File: config.mk
export PLATFORM = sky130hd
export DESIGN_NAME = ctrl_seq
export DESIGN_NICKNAME = d
export VERILOG_FILES = /design/src/rtl/ctrl_seq_pkg.sv /design/src/rtl/ctrl_seq_hptr.sv /design/src/rtl/ctrl_seq.sv
export SDC_FILE = /design/constraint.sdc
export NUM_CORES = 1
export LEC_CHECK = 0
export CORE_MARGIN = 1.5
export CORE_UTILIZATION = 37
export DETAILED_ROUTE_END_ITERATION = 10
export PLACE_DENSITY = 0.73
export SLEW_MARGIN = 20
export SYNTH_ARGS = -nofsm -noshare
export SYNTH_HDL_FRONTEND = slang
export SYNTH_HIERARCHICAL = 1
export SYNTH_SLANG_ARGS = --single-unit
File: constraint.sdc
create_clock -name clk -period 2.7 [get_ports clk]
set_clock_uncertainty 0.15 [all_clocks]
set_input_delay 0.54 -clock clk [delete_from_list [all_inputs] [get_ports clk]]
set_output_delay 0.54 -clock clk [all_outputs]
set_load 0.05 [all_outputs]
File: src/rtl/ctrl_seq_pkg.sv
// Shared definitions for the convolution control sequencer: state encodings,
// default parameter values and the Moore decode of the RAM-driver controls.
package ctrl_seq_pkg;

    localparam int ADDR_WIDTH_DEFAULT   = 12;
    localparam int CALC_TIMEOUT_DEFAULT = 1024;

    typedef enum logic [2:0] {
        S_CLEAR = 3'd0,
        S_IDLE  = 3'd1,
        S_LOAD  = 3'd2,
        S_WRITE = 3'd3,
        S_INIT  = 3'd4,
        S_CALC  = 3'd5,
        S_DONE  = 3'd6
    } state_t;

    typedef struct packed {
        logic sample_we;
        logic en_init;
        logic ringbuf_init;
        logic en_calc;
        logic coeff_load;
        logic ringbuf_addr_clr;
        logic conv_done;
    } ctrl_out_t;

    // Control strobes that are active while the sequencer sits in a given state.
    function automatic ctrl_out_t ctrl_decode(input state_t st);
        ctrl_out_t o;
        o = '0;
        case (st)
            S_CLEAR: o.ringbuf_addr_clr = 1'b1;
            S_LOAD:  o.coeff_load       = 1'b1;
            S_WRITE: o.sample_we        = 1'b1;
            S_INIT: begin
                o.en_init      = 1'b1;
                o.ringbuf_init = 1'b1;
            end
            S_CALC:  o.en_calc          = 1'b1;
            S_DONE:  o.conv_done        = 1'b1;
            default: o = '0;
        endcase
        return o;
    endfunction

endpackage

File: src/rtl/ctrl_seq_hptr.sv
// Ring-buffer head pointer: reloads to the segment's lower bound on clear and
// steps forward by one on advance, wrapping from the upper bound to the lower.
module ctrl_seq_hptr import ctrl_seq_pkg::*; #(
    parameter int ADDR_WIDTH = ADDR_WIDTH_DEFAULT
) (
    input  logic                  clk,
    input  logic                  clr,
    input  logic                  adv,
    input  logic [ADDR_WIDTH-1:0] lptr,
    input  logic [ADDR_WIDTH-1:0] bptr,
    output logic [ADDR_WIDTH-1:0] hptr
);

    // Clear has priority; a one-address segment wraps onto itself and holds.
    always_ff @(posedge clk) begin
        if (clr) begin
            hptr <= lptr;
        end else if (adv) begin
            if (hptr == bptr) begin
                hptr <= lptr;
            end else begin
                hptr <= hptr + 1'b1;
            end
        end
    end

endmodule

File: src/rtl/ctrl_seq.sv
// Convolution control sequencer: accepts one sample at a time, writes it into
// the ring buffer, runs the RAM driver through INIT and CALC, and advances the
// head pointer once the convolution reports completion.
module ctrl_seq import ctrl_seq_pkg::*; #(
    parameter int ADDR_WIDTH   = ADDR_WIDTH_DEFAULT,
    parameter int CALC_TIMEOUT = CALC_TIMEOUT_DEFAULT
) (
    input  logic                  clk,
    input  logic                  rst,
    input  logic                  flush,
    input  logic                  coef_load_req,
    input  logic                  sample_valid,
    output logic                  sample_ready,
    input  logic [ADDR_WIDTH-1:0] data_lptr,
    input  logic [ADDR_WIDTH-1:0] data_bptr,
    input  logic                  conv_pass,
    output logic [ADDR_WIDTH-1:0] data_hptr,
    output logic                  sample_we,
    output logic                  en_init,
    output logic                  ringbuf_init,
    output logic                  en_calc,
    output logic                  coeff_load,
    output logic                  ringbuf_addr_clr,
    output logic                  conv_done,
    output logic                  timeout_err
);

    localparam int               CNT_W    = $clog2(CALC_TIMEOUT + 1);
    localparam logic [CNT_W-1:0] CNT_LAST = CNT_W'(CALC_TIMEOUT - 1);

    state_t           state;
    ctrl_out_t        ctrl;
    logic [CNT_W-1:0] calc_cnt;
    logic             hptr_clr;
    logic             hptr_adv;

    // A sample is taken only when the FSM will really move to WRITE this edge,
    // so a coefficient load, flush or reset in the same cycle refuses it.
    assign sample_ready = (state == S_IDLE) && !coef_load_req && !flush && !rst;

    // Sequencer FSM; the control strobes are registered alongside the state so
    // they switch on the same edge as the state they belong to.
    always_ff @(posedge clk) begin
        if (rst) begin
            state       <= S_CLEAR;
            ctrl        <= ctrl_decode(S_CLEAR);
            calc_cnt    <= '0;
            timeout_err <= 1'b0;
        end else if (flush) begin
            state    <= S_CLEAR;
            ctrl     <= ctrl_decode(S_CLEAR);
            calc_cnt <= '0;
        end else begin
            case (state)
                S_CLEAR: begin
                    state    <= S_IDLE;
                    ctrl     <= ctrl_decode(S_IDLE);
                    calc_cnt <= '0;
                end
                S_IDLE: begin
                    if (coef_load_req) begin
                        state <= S_LOAD;
                        ctrl  <= ctrl_decode(S_LOAD);
                    end else if (sample_valid) begin
                        state <= S_WRITE;
                        ctrl  <= ctrl_decode(S_WRITE);
                    end else begin
                        state <= S_IDLE;
                        ctrl  <= ctrl_decode(S_IDLE);
                    end
                end
                S_LOAD: begin
                    state <= S_IDLE;
                    ctrl  <= ctrl_decode(S_IDLE);
                end
                S_WRITE: begin
                    state <= S_INIT;
                    ctrl  <= ctrl_decode(S_INIT);
                end
                S_INIT: begin
                    state    <= S_CALC;
                    ctrl     <= ctrl_decode(S_CALC);
                    calc_cnt <= '0;
                end
                S_CALC: begin
                    if (conv_pass) begin
                        state <= S_DONE;
                        ctrl  <= ctrl_decode(S_DONE);
                    end else if (calc_cnt == CNT_LAST) begin
                        state       <= S_CLEAR;
                        ctrl        <= ctrl_decode(S_CLEAR);
                        calc_cnt    <= '0;
                        timeout_err <= 1'b1;
                    end else begin
                        state    <= S_CALC;
                        ctrl     <= ctrl_decode(S_CALC);
                        calc_cnt <= calc_cnt + 1'b1;
                    end
                end
                S_DONE: begin
                    state <= S_IDLE;
                    ctrl  <= ctrl_decode(S_IDLE);
                end
                default: begin
                    state <= S_CLEAR;
                    ctrl  <= ctrl_decode(S_CLEAR);
                end
            endcase
        end
    end

    // Reset reloads the head pointer on the reset edge itself; CLEAR reloads it
    // on leaving, and DONE steps it once per finished convolution.
    assign hptr_clr = rst || (state == S_CLEAR);
    assign hptr_adv = (state == S_DONE);

    ctrl_seq_hptr #(
        .ADDR_WIDTH (ADDR_WIDTH)
    ) u_hptr (
        .clk  (clk),
        .clr  (hptr_clr),
        .adv  (hptr_adv),
        .lptr (data_lptr),
        .bptr (data_bptr),
        .hptr (data_hptr)
    );

    assign sample_we        = ctrl.sample_we;
    assign en_init          = ctrl.en_init;
    assign ringbuf_init     = ctrl.ringbuf_init;
    assign en_calc          = ctrl.en_calc;
    assign coeff_load       = ctrl.coeff_load;
    assign ringbuf_addr_clr = ctrl.ringbuf_addr_clr;
    assign conv_done        = ctrl.conv_done;

endmodule

==> run metrics, run 1 <==
initial antenna violation count=0; Crit Path Category=input port to output port; FF+latch count, synth=33; CTS Sinks=33; capturing element type of the critical path=output port; P_leak=0.895 nW; Post-synth ARST share=0; Routed WL per cell=13.5 µm; site row count=25; crit-path cells=clkdlybuf4s50_1 -> nor3_1 -> nand2_1 -> nor2_1 -> buf_12; antenna viol nets, final=0; Die Wd=74.6 µm; number of nets in the layout=276; post-synth cell types=52; Crit path required time=2.01 ns; Synth Cell Area=0.00189 mm²; Antenna Cells=0; Crit path largest cell delay=0.48 ns; Crit-path slowest cell=clkdlybuf4s50_1; Area Growth Syn to Fin=34.3%; Sw Ratio=0.298; Worst EP arrival=1.72 ns; first-pass GRT wire length=7000 µm; core box area=0.00482 mm²; Avg Vias per Cell=5.18; Setup TNS Final=0 ns; Power Density=472 mW/mm²; Least-Margin Pin Slew=0.525 ns; number of iterations in the first detailed-routing pass=4; Global Route Usage Sum=0.167; hold_sp=timeout_err; clock group share of total power=0.303; syn avg cell area=9.92 µm²; max reg flops=12; outcome=finished clean; final worst-path cycle share=0.893; initial drt markers=137; final hold violations=0; DP Wirelength=3120 µm; max cap viols=0; number of H-tree levels=2; layout cell share with drive strength beyond 1=0.122; Regs by FF count=u_hptr/hptr (12), calc_cnt (11), state (3); Critical Path Fanout Max=5; Int Power=0.000843 W; Initial Utilization=0.393; Tot Pwr=0.00120 W; Buf/Inv on CP=2; Hold Path Class=flop to flop; number of enable flip-flop cells after synthesis=12; via count=1617; Mapped Nets=223; Final Critical Period=2.41 ns; I/O pin total=51; CP Launch Type=input port; hold_buf cts=0; # DRC=0; Max clock buf depth=2; max-slew violations=0; Clock Root Buffer=clkbuf_8; fmax=0.415 GHz; crit path launch=rst; die area=0.00556 mm²; # Post-CTS Setup Buffers=0; RSZ-0062 raised after global routing=no; fill count=465; switching power=0.000358 W; number of global-route vias before repair=1550; final setup fails=0; PostCTS Resize Cnt=0; reg2reg start=u_hptr/hptr[6]; slew margin rel.=0.649; CTS Buf Count=5; IO Port Bufs=50; Largest Register=u_hptr/hptr; yosys warns=6; Flop pwr share=0.481; Synth Instances=191; Final Routed Wirelength=4230 µm; sequential area share after synthesis=0.412; predominant post-synthesis flop cell=dfxtp_1; TritonCTS clock tree=yes; CP top delay family=buffers and inverters; Die Span Y=74.6 µm; worst skew pair latency=0.29 ns; clk slew on worst S/H paths=0.07 ns; power share of the combinational group=0.216; routability congestion estimate=0.799; maximum vdd ir drop=280 µV; GR Overflow Total=0; maximum number of pins on one net before global-route repair=14
-- cell usage after synthesis (2+ instances only) --
cell type  number  area, µm²
dfxtp_1        21        420
o21ai_0         3       15.0
or2_2           3       18.8
nor3_1          7       35.0
mux2_2          2       22.5
or4_1           2       15.0
xnor2_1         5       43.8
edfxtp_1       12        360
nor2_1         12       45.0
nor2b_1         2       12.5
a21o_1          2       15.0
a41oi_1         2       17.5
nand3_1        12       60.1
mux2_4          8        120
and4_1          3       26.3
a21oi_1         4       20.0
or3_1           5       31.3
o21a_1          2       15.0
inv_1           3       11.3
nor4_1          4       25.0
xor2_1         16        140
nand2_1        14       52.6
nand4_1         6       37.5
and3_1          5       31.3
a211oi_1        2       15.0
a31oi_1         5       31.3
ha_1            2       25.0
buf_6           3       33.8
-- cell type report --
| class | instances | area (µm²) | share of cell area |
|---|---|---|---|
| clock buffer | 5 | 68.8 | 0.0271 |
| clock inverter | 3 | 17.5 | 0.00689 |
| inverter | 3 | 11.3 | 0.00443 |
| multi-input combinational | 148 | 1050 | 0.412 |
| sequential | 33 | 781 | 0.307 |
| tap | 67 | 83.8 | 0.0330 |
| timing repair buffer | 53 | 533 | 0.210 |
-- placed cells by master, fill, tap and decap left out, drive strengths merged, types with 4 or more instances in the layout --
master         instances
clkdlybuf4s50         49
dfxtp                 21
xor2                  16
nand2                 14
nor2                  12
nand3                 12
edfxtp                12
mux2                  10
nor3                   7
nand4                  6
and3                   5
or3                    5
a31oi                  5
clkbuf                 5
xnor2                  5
nor4                   5
a21oi                  4
buf                    4
-- logic make-up (layout without fill, tap and decap cells) --
kind of cell,Yosys count,after routing,share of synthesized area
simple gates,84,84,0.249
flops,33,33,0.412
compound gates,30,30,0.114
xor+xnor,21,21,0.0971
mux,11,11,0.0806
buf+inv,10,64,0.0343
fa+ha+maj,2,2,0.0132
-- power by group through the flow --
stage          Combinational [W]  Sequential, W  Clock [W]
2_1_floorplan          0.0000949       0.000648          0
3_5_place_dp            0.000261       0.000589          0
5_1_grt                 0.000276       0.000582   0.000405
3_3_place_gp            0.000257       0.000588          0
6_report                0.000260       0.000577   0.000364
4_1_cts                 0.000261       0.000578   0.000384
-- worst paths after layout --
kind | end | slack, ns | cells after the start
setup / recovery | sample_ready | 0.29 | 5
hold / removal | timeout_err | 0.32 | 2
setup reg to reg | u_hptr/hptr[4] | 0.56 | 5
hold reg to reg | timeout_err | 0.32 | 2
-- metrics by stage --
step	hold slack, ns	cells	worst slack, ns	instance area (µm²)	utilization
2_1_floorplan	0.311	191	0.401	1890	-
3_3_place_gp	0.321	304	0.132	2460	0.510
3_5_place_dp	0.313	304	0.133	2460	0.510
4_1_cts	0.334	312	0.278	2540	0.528
5_1_grt	0.368	312	0.195	2540	0.528
6_report	0.321	312	0.288	2540	0.528
-- worst min-delay path, delay by kind of cell (launching register included) --
kind               cells  cell delay (ns)
AOI/OAI and AO/OA      1             0.04
DFF                    1             0.33
and+or+nand+nor        1             0.07
-- per-layer routing --
layer / up-vias / wire, µm / part of all wire / track usage
li1: 819 / - / - / -
met1: 739 / 1910 / 0.45 / 0.206
met2: 53 / 1890 / 0.45 / 0.276
met3: 6 / 370 / 0.088 / 0.0461
met4: 0 / 63 / 0.015 / 0.0667
met5: - / 0 / 0 / 0
Power figures use the tool's default switching activity.
==> run 2: changes to the inputs <==
--- a/config.mk
+++ b/config.mk
@@ -9,6 +9,7 @@
 export CORE_UTILIZATION = 37
 export DETAILED_ROUTE_END_ITERATION = 10
 export PLACE_DENSITY = 0.73
+export REMOVE_ABC_BUFFERS = 1
 export SLEW_MARGIN = 20
 export SYNTH_ARGS = -nofsm -noshare
 export SYNTH_HDL_FRONTEND = slang
==> run 2 against run 1 <==
Against the previous run: sequential power about the same; global-route usage decreased by 0.29 points; combinational power about the same; design area decreased by 0.15%; register-to-register slack about the same; core utilization decreased by 0.078 points; clock-buffer cell count increased by 3; critical path type unchanged; worst setup slack got worse by 0.042 ns; largest power group unchanged; routed wire length decreased by 0.57%; sequential share of layout area about the same; hold slack improved by 0.0068 ns.
==> run metrics, run 2 (synthesis gave the netlist of run 1 again) <==
outcome=finished clean; crit-path cells=clkdlybuf4s50_1 -> nor3_1 -> nand2_1 -> nor2_1 -> buf_12; routability congestion estimate=0.821 (+2.7%); die area=0.00556 mm² (unchanged); IO Port Bufs=50 (unchanged); Min Hold Slack=0.328 ns (+0.00676 ns); Reg-to-Reg End=u_hptr/hptr[4]; RSZ-0062 raised after global routing=no; number of nets in the layout=275 (-0.36%); Hold Path Class=flop to flop; Power Density=479 mW/mm² (+1.5%); R2R depth=5 (unchanged); WP depth=5 (unchanged); final setup fails=0 (unchanged); Avg Vias per Cell=5.13 (-1.0%); Routed WL per cell=13.5 µm (-0.25%); initial antenna violation count=0 (unchanged); initial drt markers=98 (-28%); capturing element type of the critical path=output port; Final Critical Period=2.45 ns (+0.0416 ns); Global Route Usage Sum=0.164 (-0.00287); Crit path required time=2.01 ns (about the same); worst skew pair latency=0.29 ns (about the same); Crit path largest cell delay=0.47 ns (about the same); maximum vdd ir drop=297 µV (+6.1%); most frequent cells in the layout=clkdlybuf4s50_1 (49), dfxtp_1 (21), xor2_1 (16); CTS Buf Count=5 (unchanged); core box area=0.00482 mm² (unchanged); hold_sp=timeout_err; Least-Margin Pin Slew=0.596 ns (+0.0705 ns); maximum number of pins on one net before global-route repair=14 (unchanged); Max clock buf depth=2 (unchanged); Crit-path slowest cell=clkdlybuf4s50_1; Initial Utilization=0.393 (unchanged); flop-to-flop setup slack=0.55 ns (about the same); CP top delay family=buffers and inverters; Crit Path Category=input port to output port; Regs by FF count=u_hptr/hptr (12), calc_cnt (11), state (3); PostCTS Resize Cnt=0 (unchanged); Tot Pwr=0.00122 W (+1.4%); first-pass GRT wire length=6820 µm (-2.5%); number of global-route vias before repair=1492 (-3.7%); Placement Setup Slack=0.0887 ns (-0.0439 ns); WHS Path Cells=2 (unchanged); slew margin rel.=0.600 (-0.0483); final hold violations=0 (unchanged); number of H-tree levels=2 (unchanged); Final Routed Wirelength=4200 µm (-0.57%); P_leak=0.892 nW (-0.43%); hold_buf cts=0 (unchanged); DP Wirelength=3150 µm (+0.99%); CTS Sinks=33 (unchanged); via count=1595 (-1.4%); number of iterations in the first detailed-routing pass=4 (unchanged); Setup TNS Final=0 ns (unchanged); Buf/Inv on CP=2 (unchanged); max-slew violations=0 (unchanged); fmax=0.408 GHz (-1.7%); Critical Path Fanout Max=5 (unchanged); reg2reg start=u_hptr/hptr[0]; Die Span Y=74.6 µm (unchanged); max cap viols=0 (unchanged); layout cell share with drive strength beyond 1=0.111 (-0.0118); clk slew on worst S/H paths=0.06 ns (about the same); Worst EP arrival=1.76 ns (+0.04 ns); final worst slack=0.246 ns (-0.0416 ns); TritonCTS clock tree=yes; final worst-path cycle share=0.909 (+0.0154); GR Overflow Total=0 (unchanged); I/O pin total=51 (unchanged); site row count=25 (unchanged); Area Growth Syn to Fin=34.1%; antenna viol nets, final=0 (unchanged); CP Launch Type=input port; most common cell after layout, fill and taps aside=clkdlybuf4s50_1; max reg flops=12 (unchanged); Die Wd=74.6 µm (unchanged); Antenna Cells=0 (unchanged); Largest Register=u_hptr/hptr; # DRC=0 (unchanged); Clock Root Buffer=clkbuf_8; hold endpoint=timeout_err; fin util=0.527 (-0.000779); # Post-CTS Setup Buffers=0 (unchanged)
-- run 2: cell types whose count changed in the layout (fill, tap and decap cells not counted), sizes merged --
cell      delta
clkinv       -2
buf          -1
clkinvlp     -1
clkbuf       +3
-- run 2: report_power, final --
part	leakage (nW)	switching, W	internal (W)
sequential	0.294	0.0000358	0.000542
clock	0.0455	0.000173	0.000208
combinational	0.552	0.000135	0.000123
-- run 2: layout make-up --
type	instances	area, µm²
clock buffers	8	90.1
flip-flops and latches	33	781
inverters	3	11.3
repair buffers	52	526
well taps	67	83.8
fillers	459	2280
multi-input cells	148	1050
-- run 2: worst max-delay path by stage --
stage	startpoint	to	slack, ns
4_1_cts	rst	sample_ready	0.22
3_5_place_dp	data_bptr[4]	u_hptr/hptr[8]	0.09
5_1_grt	rst	sample_ready	0.13
6_report	rst	sample_ready	0.25
3_3_place_gp	data_bptr[4]	u_hptr/hptr[7]	0.11
2_1_floorplan	u_hptr/hptr[2]	u_hptr/hptr[1]	-0.1
-- run 2: worst register-to-register path: stages, from the launching register on --
cell and delay (ns):
edfxtp_1 0.49, xor2_1 0.22, nor4_1 0.38, a31oi_1 0.13, buf_4 0.22, mux2_4 0.31
-- run 2: through the flow --
step	instances	instance area [µm²]
2_1_floorplan	184	1840
3_3_place_gp	303	2450
3_5_place_dp	303	2450
4_1_cts	311	2540
5_1_grt	311	2540
6_report	311	2540
-- run 2: routing by layer --
metal	wire, µm	GRT usage	up-vias
met3	269	0.0528	5
met1	1970	0.204	730
li1	-	-	817
met5	0	0	-
met2	1910	0.266	43
met4	46	0.0606	0
==> run 3: changes to the inputs <==
--- a/config.mk
+++ b/config.mk
@@ -7,6 +7,7 @@
 export LEC_CHECK = 0
 export CORE_MARGIN = 1.5
 export CORE_UTILIZATION = 37
+export CTS_CLUSTER_DIAMETER = 40
 export DETAILED_ROUTE_END_ITERATION = 10
 export PLACE_DENSITY = 0.73
 export REMOVE_ABC_BUFFERS = 1
==> results of run 3 <==
No change in the layout: final DEF, timing and power equal those of run 2.
==> variant (flow settings as in run 1) <==
Re-encode `state_t` (7 states) as Gray code, 3 bits wide.
--- a/src/rtl/ctrl_seq_pkg.sv
+++ b/src/rtl/ctrl_seq_pkg.sv
@@ -6,13 +6,13 @@
     localparam int CALC_TIMEOUT_DEFAULT = 1024;
 
     typedef enum logic [2:0] {
-        S_CLEAR = 3'd0,
-        S_IDLE  = 3'd1,
-        S_LOAD  = 3'd2,
-        S_WRITE = 3'd3,
-        S_INIT  = 3'd4,
-        S_CALC  = 3'd5,
-        S_DONE  = 3'd6
+        S_CLEAR = 3'b000,
+        S_IDLE  = 3'b001,
+        S_LOAD  = 3'b011,
+        S_WRITE = 3'b010,
+        S_INIT  = 3'b110,
+        S_CALC  = 3'b111,
+        S_DONE  = 3'b101
     } state_t;
 
     typedef struct packed {
Formal check against the unedited RTL: no difference found for any inputs over 10 cycles, from zero or initial values and one cycle with rst high; not proved beyond that.
==> variant against run 1 <==
- power rose by 4.6%
- cell area rose by 2.2%
- clock power rose by 5%
- core utilization fell by 1.6 points
- wire length rose by 6.4%
- area after synthesis rose by 2.2%
- sequential cell count did not move
- setup slack got worse by 0.040 ns
- synthesized cell count rose by 3.7%
- critical endpoint unchanged
==> variant: results <==
run_status:
  outcome: "complete, no violations"
sta:
  worst_pin_slew_ns: 0.791
cells_and_area:
  drive_above_1_share_pct: 10.7
  finalNetCount: 283
worst_setup_path:
  critPathMaxFanout: 4
  cp.arrival_ns: 1.76
detailed_routing:
  drt_wl_total_um: 4490
  viasPerCell: 5.25
  vias: 1690
  drt-initial-drc-count: 80
  drt_first_pass_iters: 4
logic_synthesis:
  synth_common_cells: "dfxtp_1, nand2_1, xor2_1"
  ys_warn_count: 6
  syn_area_per_cell_um2: 9.78
  synth_seq_area_share_pct: 40.3
  synth_top_area_share_pct: 21.7
  synth_area_leaders: "dfxtp_1, edfxtp_1, xor2_1"
  ys_types: 48
  synth_nets: 230
place:
  place_congestion: 0.801
  place_inst: 314
  preCtsSetupSlack_ns: 0.131
clocking:
  cts_made_buffers: 5
  worstSkewPairLatency_ns: 0.29
  cts-root-buf: "clkbuf_8"
global_route:
  grt_pass1_wl_um: 7230
  grtUsageTotal_pct: 16.9
  grt_max_degree: 18
  met2_usage_pct: 28.2
  grt_pass1_vias: 1604
  antenna_found_initial: 0
  grt.met1_usage_pct: 20.8
  use_met3_pct: 4.63
power:
  cellLeakagePower_uw: 0.000894
  vdd_ir_drop_max_uv: 228
==> variant: metrics by stage <==
stage,total power (uW),utilization (%),area [um2],hold WS (ns)
floorplan,771,-,1940,0.297
global placement,880,49.4,2510,0.314
detailed placement,884,49.4,2510,0.328
CTS,1270,51.2,2600,0.341
global route,1320,51.2,2600,0.363
finish,1260,51.2,2600,0.332
==> variant: layout make-up <==
class / instances / area (um2)
fill: 472 / 2480
multi-input combinational: 150 / 1080
sequential: 33 / 781
timing repair buffer: 53 / 533
clock buffer: 8 / 90.1
tap: 70 / 87.6
inverter: 8 / 30.0
==> variant: kinds of logic after synthesis <==
logic type	synth area share [%]
AND/OR/NAND/NOR	20.9
AO/OA/AOI/OAI	15.6
flip-flops	40.3
XOR/XNOR	9.95
buffers and inverters	4.07
multiplexers	7.88
adder cells (fa/ha/maj)	1.29
==> variant: worst max-delay path: stages <==
cell             delay [ns]
clkdlybuf4s50_1        0.49
nor2_1                 0.19
nand3_1                0.12
nor2_1                 0.25
buf_12                 0.17
==> variant: power breakdown <==
| part | internal, uW | switching (uW) | total [uW] | leakage [uW] |
|---|---|---|---|---|
| registers | 545 | 42.5 | 588 | 0.000294 |
| logic | 135 | 151 | 286 | 0.000554 |
| clock network | 208 | 174 | 382 | 0.0000455 |
==> variant: metal layers <==
layer | vias up | wire length (um)
met2 | 47 | 2110
met4 | 0 | 56
li1 | 836 | -
met3 | 6 | 289
met5 | - | 0
met1 | 801 | 2040
==> variant: final timing paths <==
| kind | from | slack, ns | depth (start not counted) | to |
|---|---|---|---|---|
| worst max-delay path | rst | 0.25 | 5 | sample_ready |
| worst min-delay path | calc_cnt[10] | 0.33 | 2 | calc_cnt[10] |
| worst max register to register | state[0] | 0.58 | 4 | u_hptr/hptr[1] |
| worst min register to register | calc_cnt[10] | 0.33 | 2 | calc_cnt[10] |
